==> src/rtl/sd_pic_pkg.sv <==
// Shared types and constants for the SD picture sequence loader.
// Contents: picture table entry type, default picture table, header/sector
// sizing defaults, loader FSM state and repack phase encodings.
package sd_pic_pkg;

    localparam int unsigned PIC_NUM_DEF     = 7;
    localparam int unsigned HDR_WORDS_DEF   = 27;   // 54-byte BMP header
    localparam int unsigned SEC_WORDS_DEF   = 256;  // 512-byte sector
    localparam int unsigned SWITCH_HOLD_DEF = 16;

    // One picture: first SD sector, number of sectors, SDRAM word base.
    typedef struct packed {
        logic [31:0] start_sec;
        logic [15:0] sec_cnt;
        logic [23:0] base;
    } pic_entry_t;

    // Pictures in load order. Sector placement and counts follow the card
    // image layout; bases follow the SDRAM frame map.
    localparam pic_entry_t [0:PIC_NUM_DEF-1] PIC_TABLE = '{
        '{start_sec: 32'd8192,  sec_cnt: 16'd2251, base: 24'd0},        // BG
        '{start_sec: 32'd10496, sec_cnt: 16'd2251, base: 24'd786432},   // START
        '{start_sec: 32'd12800, sec_cnt: 16'd2251, base: 24'd1572864},  // GAMEOVER
        '{start_sec: 32'd15104, sec_cnt: 16'd235,  base: 24'd2512896},  // PIPE
        '{start_sec: 32'd15360, sec_cnt: 16'd11,   base: 24'd2552896},  // BIRD0
        '{start_sec: 32'd15376, sec_cnt: 16'd11,   base: 24'd2554646},  // BIRD1
        '{start_sec: 32'd15392, sec_cnt: 16'd11,   base: 24'd2556396}   // BIRD2
    };

    typedef enum logic [2:0] {
        ST_IDLE,
        ST_SWITCH,
        ST_HOLD,
        ST_REQ,
        ST_WAIT_HI,
        ST_WAIT_LO,
        ST_NEXT,
        ST_DONE
    } load_state_t;

    typedef enum logic [1:0] {
        PH_0,
        PH_1,
        PH_2
    } pack_phase_t;

endpackage

==> src/rtl/sd_pic_seq_loader_packer.sv <==
// bgr888_to_rgb565_packer: drops the per-picture header words and repacks
// the BMP byte stream (B G R B G R, first byte in [15:8]) into RGB565.
// Ports:
//   clk, rst        clock, async active-high reset
//   clear           restart header skip and repack phase (start of picture)
//   word_vld        word_data is an accepted stream word
//   word_data       two stream bytes, earlier byte in [15:8]
//   pix_vld         registered pixel strobe, 1 clk after the completing word
//   pix_data        registered RGB565 pixel
module bgr888_to_rgb565_packer
    import sd_pic_pkg::*;
#(
    parameter int unsigned HDR_WORDS = HDR_WORDS_DEF
) (
    input  logic        clk,
    input  logic        rst,
    input  logic        clear,
    input  logic        word_vld,
    input  logic [15:0] word_data,
    output logic        pix_vld,
    output logic [15:0] pix_data
);

    localparam int unsigned HDR_W = (HDR_WORDS > 0) ? $clog2(HDR_WORDS + 1) : 1;

    logic [HDR_W-1:0] hdr_left;
    pack_phase_t      phase;
    logic [4:0]       hold_b5;   // B0[7:3] in phase 1, B1[7:3] in phase 2
    logic [5:0]       hold_g6;   // G0[7:2]

    // Low bits of G/R/B never reach RGB565.
    logic unused_bits;
    assign unused_bits = ^{word_data[9:8], word_data[1:0]};

    // Header skip counter (carries across sectors) and 3-word / 2-pixel repack.
    always_ff @(posedge clk or posedge rst) begin
        if (rst) begin
            hdr_left <= HDR_W'(HDR_WORDS);
            phase    <= PH_0;
            hold_b5  <= '0;
            hold_g6  <= '0;
            pix_vld  <= 1'b0;
            pix_data <= '0;
        end else begin
            pix_vld <= 1'b0;
            if (clear) begin
                hdr_left <= HDR_W'(HDR_WORDS);
                phase    <= PH_0;
                hold_b5  <= '0;
                hold_g6  <= '0;
            end else if (word_vld) begin
                if (hdr_left != '0) begin
                    hdr_left <= hdr_left - HDR_W'(1);
                end else begin
                    case (phase)
                        PH_0: begin
                            // {B0, G0}
                            hold_b5 <= word_data[15:11];
                            hold_g6 <= word_data[7:2];
                            phase   <= PH_1;
                        end
                        PH_1: begin
                            // {R0, B1}: pixel0 complete, keep B1
                            pix_vld  <= 1'b1;
                            pix_data <= {word_data[15:11], hold_g6, hold_b5};
                            hold_b5  <= word_data[7:3];
                            phase    <= PH_2;
                        end
                        PH_2: begin
                            // {G1, R1}: pixel1 complete
                            pix_vld  <= 1'b1;
                            pix_data <= {word_data[7:3], word_data[15:10], hold_b5};
                            phase    <= PH_0;
                        end
                        default: phase <= PH_0;
                    endcase
                end
            end
        end
    end

endmodule

==> src/rtl/sd_pic_seq_loader.sv <==
// sd_pic_seq_loader: walks the picture table, issues one SD sector read at a
// time and streams the repacked RGB565 pixels toward the SDRAM write port.
// Ports:
//   clk, rst         loader clock, async active-high reset
//   rd_busy          SD read in progress
//   sd_rd_val_en     SD read word valid
//   sd_rd_val_data   SD read word, first byte in [15:8]
//   rd_start_en      one-cycle sector read request
//   rd_sec_addr      sector address, held until the next request
//   sdram_wr_en      RGB565 word valid
//   sdram_wr_data    RGB565 pixel
//   sdram_base_addr  SDRAM base of the picture being loaded
//   pic_switch       one-cycle pulse at the start of each picture
//   pic_load_done    level, all pictures loaded
module sd_pic_seq_loader
    import sd_pic_pkg::*;
#(
    parameter int unsigned PIC_NUM     = PIC_NUM_DEF,
    parameter int unsigned HDR_WORDS   = HDR_WORDS_DEF,
    parameter int unsigned SEC_WORDS   = SEC_WORDS_DEF,
    parameter int unsigned SWITCH_HOLD = SWITCH_HOLD_DEF,
    parameter pic_entry_t [0:PIC_NUM-1] PIC_TAB = PIC_TABLE
) (
    input  logic        clk,
    input  logic        rst,
    input  logic        rd_busy,
    input  logic        sd_rd_val_en,
    input  logic [15:0] sd_rd_val_data,
    output logic        rd_start_en,
    output logic [31:0] rd_sec_addr,
    output logic        sdram_wr_en,
    output logic [15:0] sdram_wr_data,
    output logic [23:0] sdram_base_addr,
    output logic        pic_switch,
    output logic        pic_load_done
);

    localparam int unsigned IDX_W     = (PIC_NUM > 1) ? $clog2(PIC_NUM) : 1;
    localparam int unsigned HOLD_W    = (SWITCH_HOLD > 1) ? $clog2(SWITCH_HOLD) : 1;
    localparam int unsigned SWC_W     = $clog2(SEC_WORDS + 1);
    // HOLD plus the REQ cycle make pic_switch -> rd_start_en exactly
    // SWITCH_HOLD cycles when the card is idle.
    localparam int unsigned HOLD_LAST = (SWITCH_HOLD > 1) ? SWITCH_HOLD - 2 : 0;

    load_state_t       state;
    logic [IDX_W-1:0]  pic_idx;
    logic [15:0]       sec_idx;
    logic [HOLD_W-1:0] hold_cnt;
    logic [SWC_W-1:0]  sec_words;
    pic_entry_t        cur;
    logic              word_acc;
    logic              pack_clr;

    assign cur = PIC_TAB[pic_idx];

    // Words count only while a sector read is outstanding, at most one
    // sector's worth per request.
    assign word_acc = sd_rd_val_en
                    && (state == ST_WAIT_HI || state == ST_WAIT_LO)
                    && (sec_words < SWC_W'(SEC_WORDS));
    assign pack_clr = (state == ST_SWITCH);

    // Picture / sector sequencing FSM with registered outputs.
    always_ff @(posedge clk or posedge rst) begin
        if (rst) begin
            state           <= ST_IDLE;
            pic_idx         <= '0;
            sec_idx         <= '0;
            hold_cnt        <= '0;
            sec_words       <= '0;
            rd_start_en     <= 1'b0;
            rd_sec_addr     <= '0;
            sdram_base_addr <= PIC_TAB[0].base;
            pic_switch      <= 1'b0;
            pic_load_done   <= 1'b0;
        end else begin
            rd_start_en <= 1'b0;
            pic_switch  <= 1'b0;
            if (word_acc) begin
                sec_words <= sec_words + SWC_W'(1);
            end
            case (state)
                ST_IDLE: state <= ST_SWITCH;
                ST_SWITCH: begin
                    sdram_base_addr <= cur.base;
                    sec_idx         <= '0;
                    hold_cnt        <= '0;
                    pic_switch      <= 1'b1;
                    // Empty entries still announce themselves, then move on.
                    state <= (cur.sec_cnt == '0) ? ST_NEXT : ST_HOLD;
                end
                ST_HOLD: begin
                    if (hold_cnt == HOLD_W'(HOLD_LAST)) begin
                        state <= ST_REQ;
                    end else begin
                        hold_cnt <= hold_cnt + HOLD_W'(1);
                    end
                end
                ST_REQ: begin
                    if (!rd_busy) begin
                        rd_start_en <= 1'b1;
                        rd_sec_addr <= cur.start_sec + 32'(sec_idx);
                        sec_words   <= '0;
                        state       <= ST_WAIT_HI;
                    end
                end
                ST_WAIT_HI: begin
                    if (rd_busy) begin
                        state <= ST_WAIT_LO;
                    end
                end
                ST_WAIT_LO: begin
                    if (!rd_busy) begin
                        sec_idx <= sec_idx + 16'(1);
                        state   <= (sec_idx + 16'(1) == cur.sec_cnt) ? ST_NEXT : ST_REQ;
                    end
                end
                ST_NEXT: begin
                    if (pic_idx == IDX_W'(PIC_NUM - 1)) begin
                        pic_load_done <= 1'b1;
                        state         <= ST_DONE;
                    end else begin
                        pic_idx <= pic_idx + IDX_W'(1);
                        state   <= ST_SWITCH;
                    end
                end
                ST_DONE: state <= ST_DONE;
                default: state <= ST_IDLE;
            endcase
        end
    end

    bgr888_to_rgb565_packer #(
        .HDR_WORDS (HDR_WORDS)
    ) u_packer (
        .clk       (clk),
        .rst       (rst),
        .clear     (pack_clr),
        .word_vld  (word_acc),
        .word_data (sd_rd_val_data),
        .pix_vld   (sdram_wr_en),
        .pix_data  (sdram_wr_data)
    );

endmodule

==> config.mk <==
export PLATFORM = sky130hd
export DESIGN_NAME = sd_pic_seq_loader
export DESIGN_NICKNAME = d
export VERILOG_FILES = /design/src/rtl/sd_pic_pkg.sv /design/src/rtl/sd_pic_seq_loader_packer.sv /design/src/rtl/sd_pic_seq_loader.sv
export SDC_FILE = /design/constraint.sdc
export NUM_CORES = 1
export LEC_CHECK = 0
export CAP_MARGIN = 20
export CORE_MARGIN = 2
export CORE_UTILIZATION = 35
export CTS_CLUSTER_DIAMETER = 100
export DETAILED_ROUTE_END_ITERATION = 10
export SETUP_SLACK_MARGIN = 0.3
export SYNTH_ARGS = -nofsm -noshare
export SYNTH_HDL_FRONTEND = slang
export SYNTH_SLANG_ARGS = --single-unit
==> constraint.sdc <==
create_clock -name clk -period 7.2 [get_ports clk]
set_input_delay 0.72 -clock clk [delete_from_list [all_inputs] [get_ports clk]]
set_output_delay 0.72 -clock clk [all_outputs]
set_load 0.03 [all_outputs]
# == After elaboration in Yosys (flattened, before gate mapping) ==
# Memory sizes are Yosys's and may differ from the RTL's.
# Index checks and enable logic that the tools add are counted.
# classes
reduce_logical,26
add_sub_neg,6
bitwise_logic,5
eq_ne,18
order_cmp,2
muxes,40
# ops
op,count
$mux W72,2
$pmux W16 S2,2
$add A32 B16 Y32,1
$mux W5,6
$mux W9,3
$mux W6,4
$pmux W3 S8,1
$mux W3,7
$add A16 B1 Y16 const B,1
$eq A16 B16 Y1,1
$logic_not A16 Y1,1
$mux W16,1
$eq A3 B3 Y1 const B,5
$reduce_and A2 Y1,7
$ne A2 B2 Y1 const B,6
$reduce_bool A2 Y1,6
$pmux W5 S2,1
$add A9 B1 Y9 const B,1
$lt A9 B9 Y1 const B,1
$pmux W4 S2,1
$reduce_and A4 Y1,2
$mux W1,7
$eq A3 B2 Y1 const B,2
$mux W2,3
20 further kinds,25
# totals
out_inout_bits,76
input_bits,20
romBits,576
ff_bits,129
mem_count,1
word_cells,114
# mem_list
memory,words,word_bits,read_ports,rd_ports_with_merged_regs,wr,line_no,source
(name not given),8,72,1,0,0,sd_pic_seq_loader.sv:54,assign cur = PIC_TAB[pic_idx];

# == Logic depth before layout (Yosys ltp) ==
# Gate-level depths: netlist (run 1).
# logic_depth
depth_word,8
mapped_depth,12

# == By module ==
# A second synthesis (run 1) with hierarchy kept.
# unflattened
hier_cells,597
area_unflattened_um2,5943.2
# modules_own_cells
mod,area_per_inst_um2,cells_each,n_inst,seq_area_each_um2
sd_pic_seq_loader,4136.5,454,1,1676.6
bgr888_to_rgb565_packer,1806.7,143,1,880.8

# == Worst setup path before layout (run 1) ==
# Ideal clock, no wire load.
# synth_path
path_type,reg-to-reg
startpoint,register pic_idx[1]
endpoint,register rd_sec_addr[14]
slack_ns,4.852
setup_ns,0.083
period_less_slack_ns,2.348
arrival_time_ns,2.265
stages_incl_launch_ff,12
cell_sequence,dfrtp_1 > inv_1 > ha_1 > and2_1 > ha_1 > inv_1 > fa_1 > nand4b_1 > a21oi_1 > o21ai_0 > xor2_1 > o21ai_0
# synth_via
elab_chain_cells,5
# synth_lines
element,line_no,source
"start, declared",sd_pic_seq_loader.sv:46,logic [IDX_W-1:0] pic_idx;
"start signal, assigned",sd_pic_seq_loader.sv:123,pic_idx <= pic_idx + IDX_W'(1);
$not A3 Y4 (not written as such),sd_pic_seq_loader.sv:54,
$mem_v2 Z8 W72,n/a,
$mux W72 (not written as such) (2 in series),sd_pic_seq_loader.sv:54,
$add A32 B16 Y32,sd_pic_seq_loader.sv:102,rd_sec_addr <= cur.start_sec + 32'(sec_idx);
"end signal, assigned",sd_pic_seq_loader.sv:102,
"end, declared",sd_pic_seq_loader.sv:30,"output logic [31:0] rd_sec_addr,"
# No other way between the ends. The select of a mux whose other input is x is not followed.
# A chain may end at the register's enable or synchronous reset.

# == Worst setup path after layout (run 1) ==
# layout_path
startpoint,register state[1]
endpoint,register sec_idx[5]
# layout_via
elab_chain_cells,3
elab_cells_between_ends,6
# layout_lines
element,line_no,source
"start, declared",sd_pic_seq_loader.sv:45,load_state_t state;
"start signal, assigned",sd_pic_seq_loader.sv:90,state <= (cur.sec_cnt == '0) ? ST_NEXT : ST_HOLD;
"start signal, assigned",sd_pic_seq_loader.sv:115,state <= (sec_idx + 16'(1) == cur.sec_cnt) ? ST_NEXT : ST_REQ;
$eq A3 B3 Y1 / $eq A3 B1 Y1 (equally long branches),sd_pic_seq_loader.sv:82,case (state)
$ne A2 B2 Y1 (no source line) / $reduce_bool A2 Y1 (equally long branches),n/a,
$reduce_and A2 Y1 (no source line),n/a,
"end signal, assigned",sd_pic_seq_loader.sv:114,sec_idx <= sec_idx + 16'(1);
"end, declared",sd_pic_seq_loader.sv:47,logic [15:0] sec_idx;
# Several ways; a longest one is shown, not always the timed one.

==> flow_summary.yaml, run 1 <==
synth:
  synth_ff_type: "dfrtp_1"
  yosysUniqueCellTypes: 65
  synth_area_per_cell_sq_um: 9.305
  async_flop_share_pct: 100.0
  yosys_warnings: 0
  ys_seq_elements: 102
  synth_seq_area_share_pct: 44.77
  synth_edf_count: 0
  synthCells: 614
  netlist_area_sq_mm: 0.005713
clock_tree:
  clockRootBuffer: "clkbuf_16"
  cts_tree: "yes"
  cts_hold_buf: 0
  cts_setup_buffers: 0
  cts.sinks: 102
  cts_made_buffers: 9
  cts_max_level: 3
  cts-resized-gates: 0
  cts_buffer_depth: 2
  clkSlewWorstSetupHoldPaths_ps: 70
  clock_latency_ps: 360
critical_path:
  timing_worst_setup_path_type: "register to register"
  crit_buf_inv: 1
  crit_family: "simple AND/OR/NAND/NOR gates"
  cp_cell_sequence: "nand2b_1 > or2_2 > clkinv_1 > nor2_1 > o21ai_0 > o31ai_1"
  startpoint_type: "register"
  slowest_stage: "nor2_1"
  max_stage_delay_ps: 970
  cp-end-kind: "register"
  cp.required_ps: 7460
  critical_path_arrival_ps: 3580
  r2r_slack_ps: 3880
  crit_fanout: 32
global_route:
  grt_max_degree: 72
  grt_pass1_wl_mm: 21.63
  antenna_found_initial: 0
  grt_overflow: 0
  grt_pass1_vias: 4284
  grt_usage_pct: 15.23
sta:
  fmax_ghz: 0.3015
  tightest_slew_ps: 1010
  hold_violations: 0
  grt_setup_unrepaired: "no"
  skew_ps: 9.758
  setup_ws_ps: 3883
  finalCriticalPeriod_ps: 3317
  drv_slew: 0
  setup_violations: 0
  slew-limit-headroom_pct: 32.43
  fin_tns_setup_ps: 0
  period_share_pct: 46.07
floorplan:
  rows: 46
  core_sq_mm: 0.01594
  pin_count: 96
  die_area_sq_mm: 0.01736
  initial_core_util_pct: 35.83
  die_width_um: 131.8
  die_y_um: 131.8
cells_and_area:
  layout.nets: 697
  drive_above_1_share_pct: 8.092
  final_cells: 871
  final_cell_mix: "98 x dfrtp_1, 91 x nand2_1, 73 x clkdlybuf4s50_1, 66 x o21ai_0, 38 x nor2_1"
  final_common_cell: "dfrtp_1"
  utilization_pct: 42.01
  area_delta_synth_final_pct: 17.24
  multiInputGateArea_sq_mm: 0.002731
  regArea_sq_mm: 0.002557
  n_antenna_cell: 0
  n_fill_cell: 1544
drt:
  ant_nets: 0
  vias_per_cell: 4.937
  post_drt_wl_per_cell_um: 14.62
  num_vias: 4300
  wl_mm: 12.74
  drc_errors: 0
  drt_pre_antenna_iters: 4
  drt-initial-drc-count: 312
pwr:
  ir_drop_mv: 0.1439
  clock_power_share_pct: 25.0
  pwr-share-comb_pct: 37.2
  leakagePower_nw: 2.934
  p_per_area_mw_per_mm2: 316.7
  power_frac_seq_pct: 37.7
  p_sw_share_pct: 38.72
  internal_power_mw: 1.300
  p_sw_mw: 0.8212
placement:
  dp_hpwl_mm: 9.009
  dp_slack_ps: 3914
  io_buffers: 73
  gp_congestion: 0.8149
  place_inst: 855
job:
  max-cap-violations: 0
outcome:
  status: "finished clean"
worst_hold_path:
  hold_class: "register to register"
## flip-flops by register name, indices dropped and copies added (netlist names), 2 cells and up
name,count
sec_idx,16
pic_idx,3
rd_sec_addr,17
u_packer.hold_g6,6
state,3
sec_words,9
hold_cnt,4
u_packer.hold_b5,5
u_packer.pix_data,16
u_packer.hdr_left,5
u_packer.phase,2
sdram_base_addr,12
## metal layers
| layer | GRT usage, % | routed length [um] |
|---|---|---|
| met1 | 20.56 | 6030 |
| met2 | 24.49 | 6067 |
| met3 | 2.807 | 443 |
| met4 | 5.676 | 197 |
| met5 | 0 | 0 |
## synthesized netlist by cell type, types with 6 or more instances
cell	count	share of area, %
nor3_1	6	0.53
nand4_1	6	0.66
a21oi_1	19	1.7
xor2_1	16	2.5
buf_4	29	3.8
inv_1	20	1.3
nand2b_1	6	0.66
or3_1	8	0.88
dfrtp_1	98	43
nor2_1	38	2.5
nand2_1	91	6.0
clkbuf_1	19	1.2
buf_2	8	0.70
o21ai_0	66	5.8
xnor2_1	6	0.92
mux2_2	13	2.6
a31oi_1	10	1.1
ha_1	26	5.7
mux2i_1	19	3.3
o31ai_1	13	1.7
nand3_1	26	2.3
## worst min-delay path, stage by stage (launching register included)
cell     delay, ps
dfrtp_1        340
nand2_1         50
o21ai_0         60
## power groups by stage
stage                     Clock (mW)  Combinational [mW]  Sequential [mW]
final                          0.530               0.790            0.801
after global routing           0.570               0.875            0.820
after CTS                      0.542               0.800            0.802
after floorplan                    0               0.492            0.878
after global placement             0               0.783            0.806
after detailed placement           0               0.797            0.813
## cell families after synthesis
kind of cell    after synthesis  share of synthesized area [%]
simple gates                214                          18.22
buf+inv                      88                          8.541
other cells                   1                        0.06564
compound gates              127                          12.90
xor+xnor                     22                          3.373
fa+ha+maj                    28                          6.242
flops                       102                          44.77
mux                          32                          5.891
## cell type report
type                       count  area share (%)
sequential                   102           38.18
timing repair buffer          74           11.02
clock buffer                  11           3.475
inverter                      22           1.270
clock inverter                 5           1.233
multi-input combinational    441           40.78
tap                          216           4.035
## final timing paths
check,from,end,cells after the start
max,state[1]$_DFFE_PP0P_,sec_idx[5]$_DFFE_PP0P_,6
min,u_packer.pix_data[9]$_DFFE_PP0P_,u_packer.pix_data[9]$_DFFE_PP0P_,2
max reg2reg,state[1]$_DFFE_PP0P_,sec_idx[5]$_DFFE_PP0P_,6
min reg2reg,u_packer.pix_data[9]$_DFFE_PP0P_,u_packer.pix_data[9]$_DFFE_PP0P_,2
max in group asynchronous,rst,state[1]$_DFFE_PP0P_,3
min in group asynchronous,rst,pic_switch$_DFF_PP0_,2
## metrics by stage
stage | total power [mW] | area [sq um] | hold WS (ps)
global route | 2.264 | 6698 | 510.2
detailed placement | 1.610 | 6382 | 464.6
global placement | 1.589 | 6382 | 458.6
floorplan | 1.370 | 5777 | 455.2
CTS | 2.144 | 6698 | 485.9
finish | 2.121 | 6698 | 479.6
Power figures use the tool's default switching activity.
==> run 2, diff against run 1 <==
clock period = 3.1 ns   (was 7.2 ns; I/O delays follow)
==> run 2 against run 1 <==
Effect of this change:
- fmax is 27% higher
- core utilization is 0.23 points higher
- setup slack worse by 3400 ps
- combinational power is 140% higher
- largest power group is now combinational logic
==> flow_summary.yaml, run 2 (synthesis gave the netlist of run 1 again) <==
sta:
  tightest_slew_ps: 922.0
  fmax_ghz: 0.3819
  grt_setup_unrepaired: "no"
  slew-limit-headroom_pct: 38.31
  period_share_pct: 84.46
  hold_violations: 0
  setup_violations: 0
  drv_slew: 0
  skew_ps: 9.690
  finalCriticalPeriod_ps: 2618
  fin_tns_setup_ps: 0
pwr:
  pwr-share-comb_pct: 38.4
  power_frac_seq_pct: 38.1
  p_per_area_mw_per_mm2: 724.6
  finalPower_mw: 4.880
  clock_power_share_pct: 23.5
  p_sw_share_pct: 39.36
  ir_drop_mv: 0.2720
  internal_power_mw: 2.959
  p_sw_mw: 1.920
  leakagePower_nw: 2.948
floorplan:
  initial_core_util_pct: 35.83
  die_width_um: 131.8
  core_sq_mm: 0.01594
  die_area_sq_mm: 0.01736
  rows: 46
  die_y_um: 131.8
  pin_count: 96
global_route:
  grt_overflow: 0
  grt_pass1_wl_mm: 21.43
  antenna_found_initial: 0
  grt_pass1_vias: 4184
  grt_usage_pct: 15.07
  grt_max_degree: 103
critical_path:
  timing_worst_setup_path_type: "register to register"
  crit_fanout: 7
  cp-end-kind: "register"
  cp.required_ps: 3380
  r2r_start: "pic_idx[1]$_DFFE_PP0P_"
  critical_path_arrival_ps: 2890
  startpoint_type: "register"
  startpoint: "pic_idx[1]$_DFFE_PP0P_"
clock_tree:
  cts_hold_buf: 0
  clkSlewWorstSetupHoldPaths_ps: 70
  cts_tree: "yes"
  cts_buffer_depth: 2
  cts_max_level: 3
  cts_made_buffers: 9
  cts.sinks: 102
  clockRootBuffer: "clkbuf_16"
  clock_latency_ps: 360
drt:
  num_vias: 4396
  wl_mm: 12.84
  ant_nets: 0
  drt-initial-drc-count: 258
  drc_errors: 0
  post_drt_wl_per_cell_um: 14.68
  drt_pre_antenna_iters: 5
  vias_per_cell: 5.024
cells_and_area:
  utilization_pct: 42.24
  n_antenna_cell: 0
  top_regs: "rd_sec_addr (17), sec_idx (16), u_packer.pix_data (16)"
  largest_register_ffs: 17
  n_fill_cell: 1546
  final_cells: 875
  layout.nets: 702
  design_area_sq_mm: 0.006734
  final_cell_mix: "98 x dfrtp_1, 91 x nand2_1, 73 x clkdlybuf4s50_1, 66 x o21ai_0, 38 x nor2_1"
  final_common_cell: "dfrtp_1"
  area_delta_synth_final_pct: 17.87
  drive_above_1_share_pct: 9.256
  regMostFlops: "rd_sec_addr"
placement:
  gp_congestion: 0.8217
  io_buffers: 73
  placed_cell_area_sq_mm: 0.006434
  place_inst: 860
  dp_hpwl_mm: 9.032
worst_hold_path:
  hold_class: "register to register"
  hold_start: "rd_sec_addr[1]$_DFFE_PP0P_"
job:
  max-cap-violations: 0
outcome:
  status: "finished clean"
-- run 2: cell types whose count changed in the layout (fill, tap and decap cells not counted), sizes merged --
cell	delta
clkbuf	-2
bufinv	-1
buf	+5
clkinvlp	+2
-- run 2: path summary, 6_finish.rpt --
kind,cells after the start,slack [ps],end
setup / recovery,11,480,rd_sec_addr[14]$_DFFE_PP0P_
hold / removal,2,470,rd_sec_addr[1]$_DFFE_PP0P_
setup reg to reg,11,480,rd_sec_addr[14]$_DFFE_PP0P_
hold reg to reg,2,470,rd_sec_addr[1]$_DFFE_PP0P_
max in group asynchronous,3,2210,pic_idx[1]$_DFFE_PP0P_
min in group asynchronous,3,480,sec_words[2]$_DFF_PP0_
-- run 2: cell type report --
type | instances | area (sq um) | share of cell area, %
multi-input combinational | 441 | 2735 | 40.62
inverter | 22 | 86.33 | 1.282
tap | 216 | 270.3 | 4.013
clock buffer | 9 | 225.2 | 3.344
timing repair buffer | 79 | 788.3 | 11.71
clock inverter | 6 | 71.32 | 1.059
sequential | 102 | 2557 | 37.98
-- run 2: stage by stage --
step,hold slack (ps),setup slack [ps]
after floorplan,400.1,752.3
after global placement,461.6,468.8
after detailed placement,462.0,340.0
after CTS,478.4,338.2
after global routing,510.0,302.2
final,474.3,481.8
-- run 2: metal layers --
metal	vias to the layer above	global-route usage (%)	share of wire, %
li1	2138	-	-
met1	2143	19.50	45
met2	103	25.07	49
met3	12	3.960	4.7
met4	0	4.106	1.3
met5	-	0	0
-- run 2: worst max-delay path, stage by stage (launching register included) --
cell and delay (ps):
dfrtp_1 450, inv_2 150, ha_1 150, and2_1 180
ha_1 180, inv_1 60, fa_1 420, nand4b_1 260
a21oi_2 230, o21ai_0 160, xor2_1 170, o21ai_0 160
-- run 2: power by group through the flow --
stage	Sequential, mW	Clock [mW]	Combinational (mW)
after floorplan	2.04	0	1.14
after global placement	1.87	0	1.85
after detailed placement	1.89	0	1.89
after CTS	1.86	1.19	1.89
after global routing	1.91	1.24	2.06
final	1.86	1.15	1.87
-- run 2: repair_timing --
item	4_1_cts	5_1_grt
setup buffers	0	0
endpoints found under the setup margin	0	2
gates resized for setup	0	2
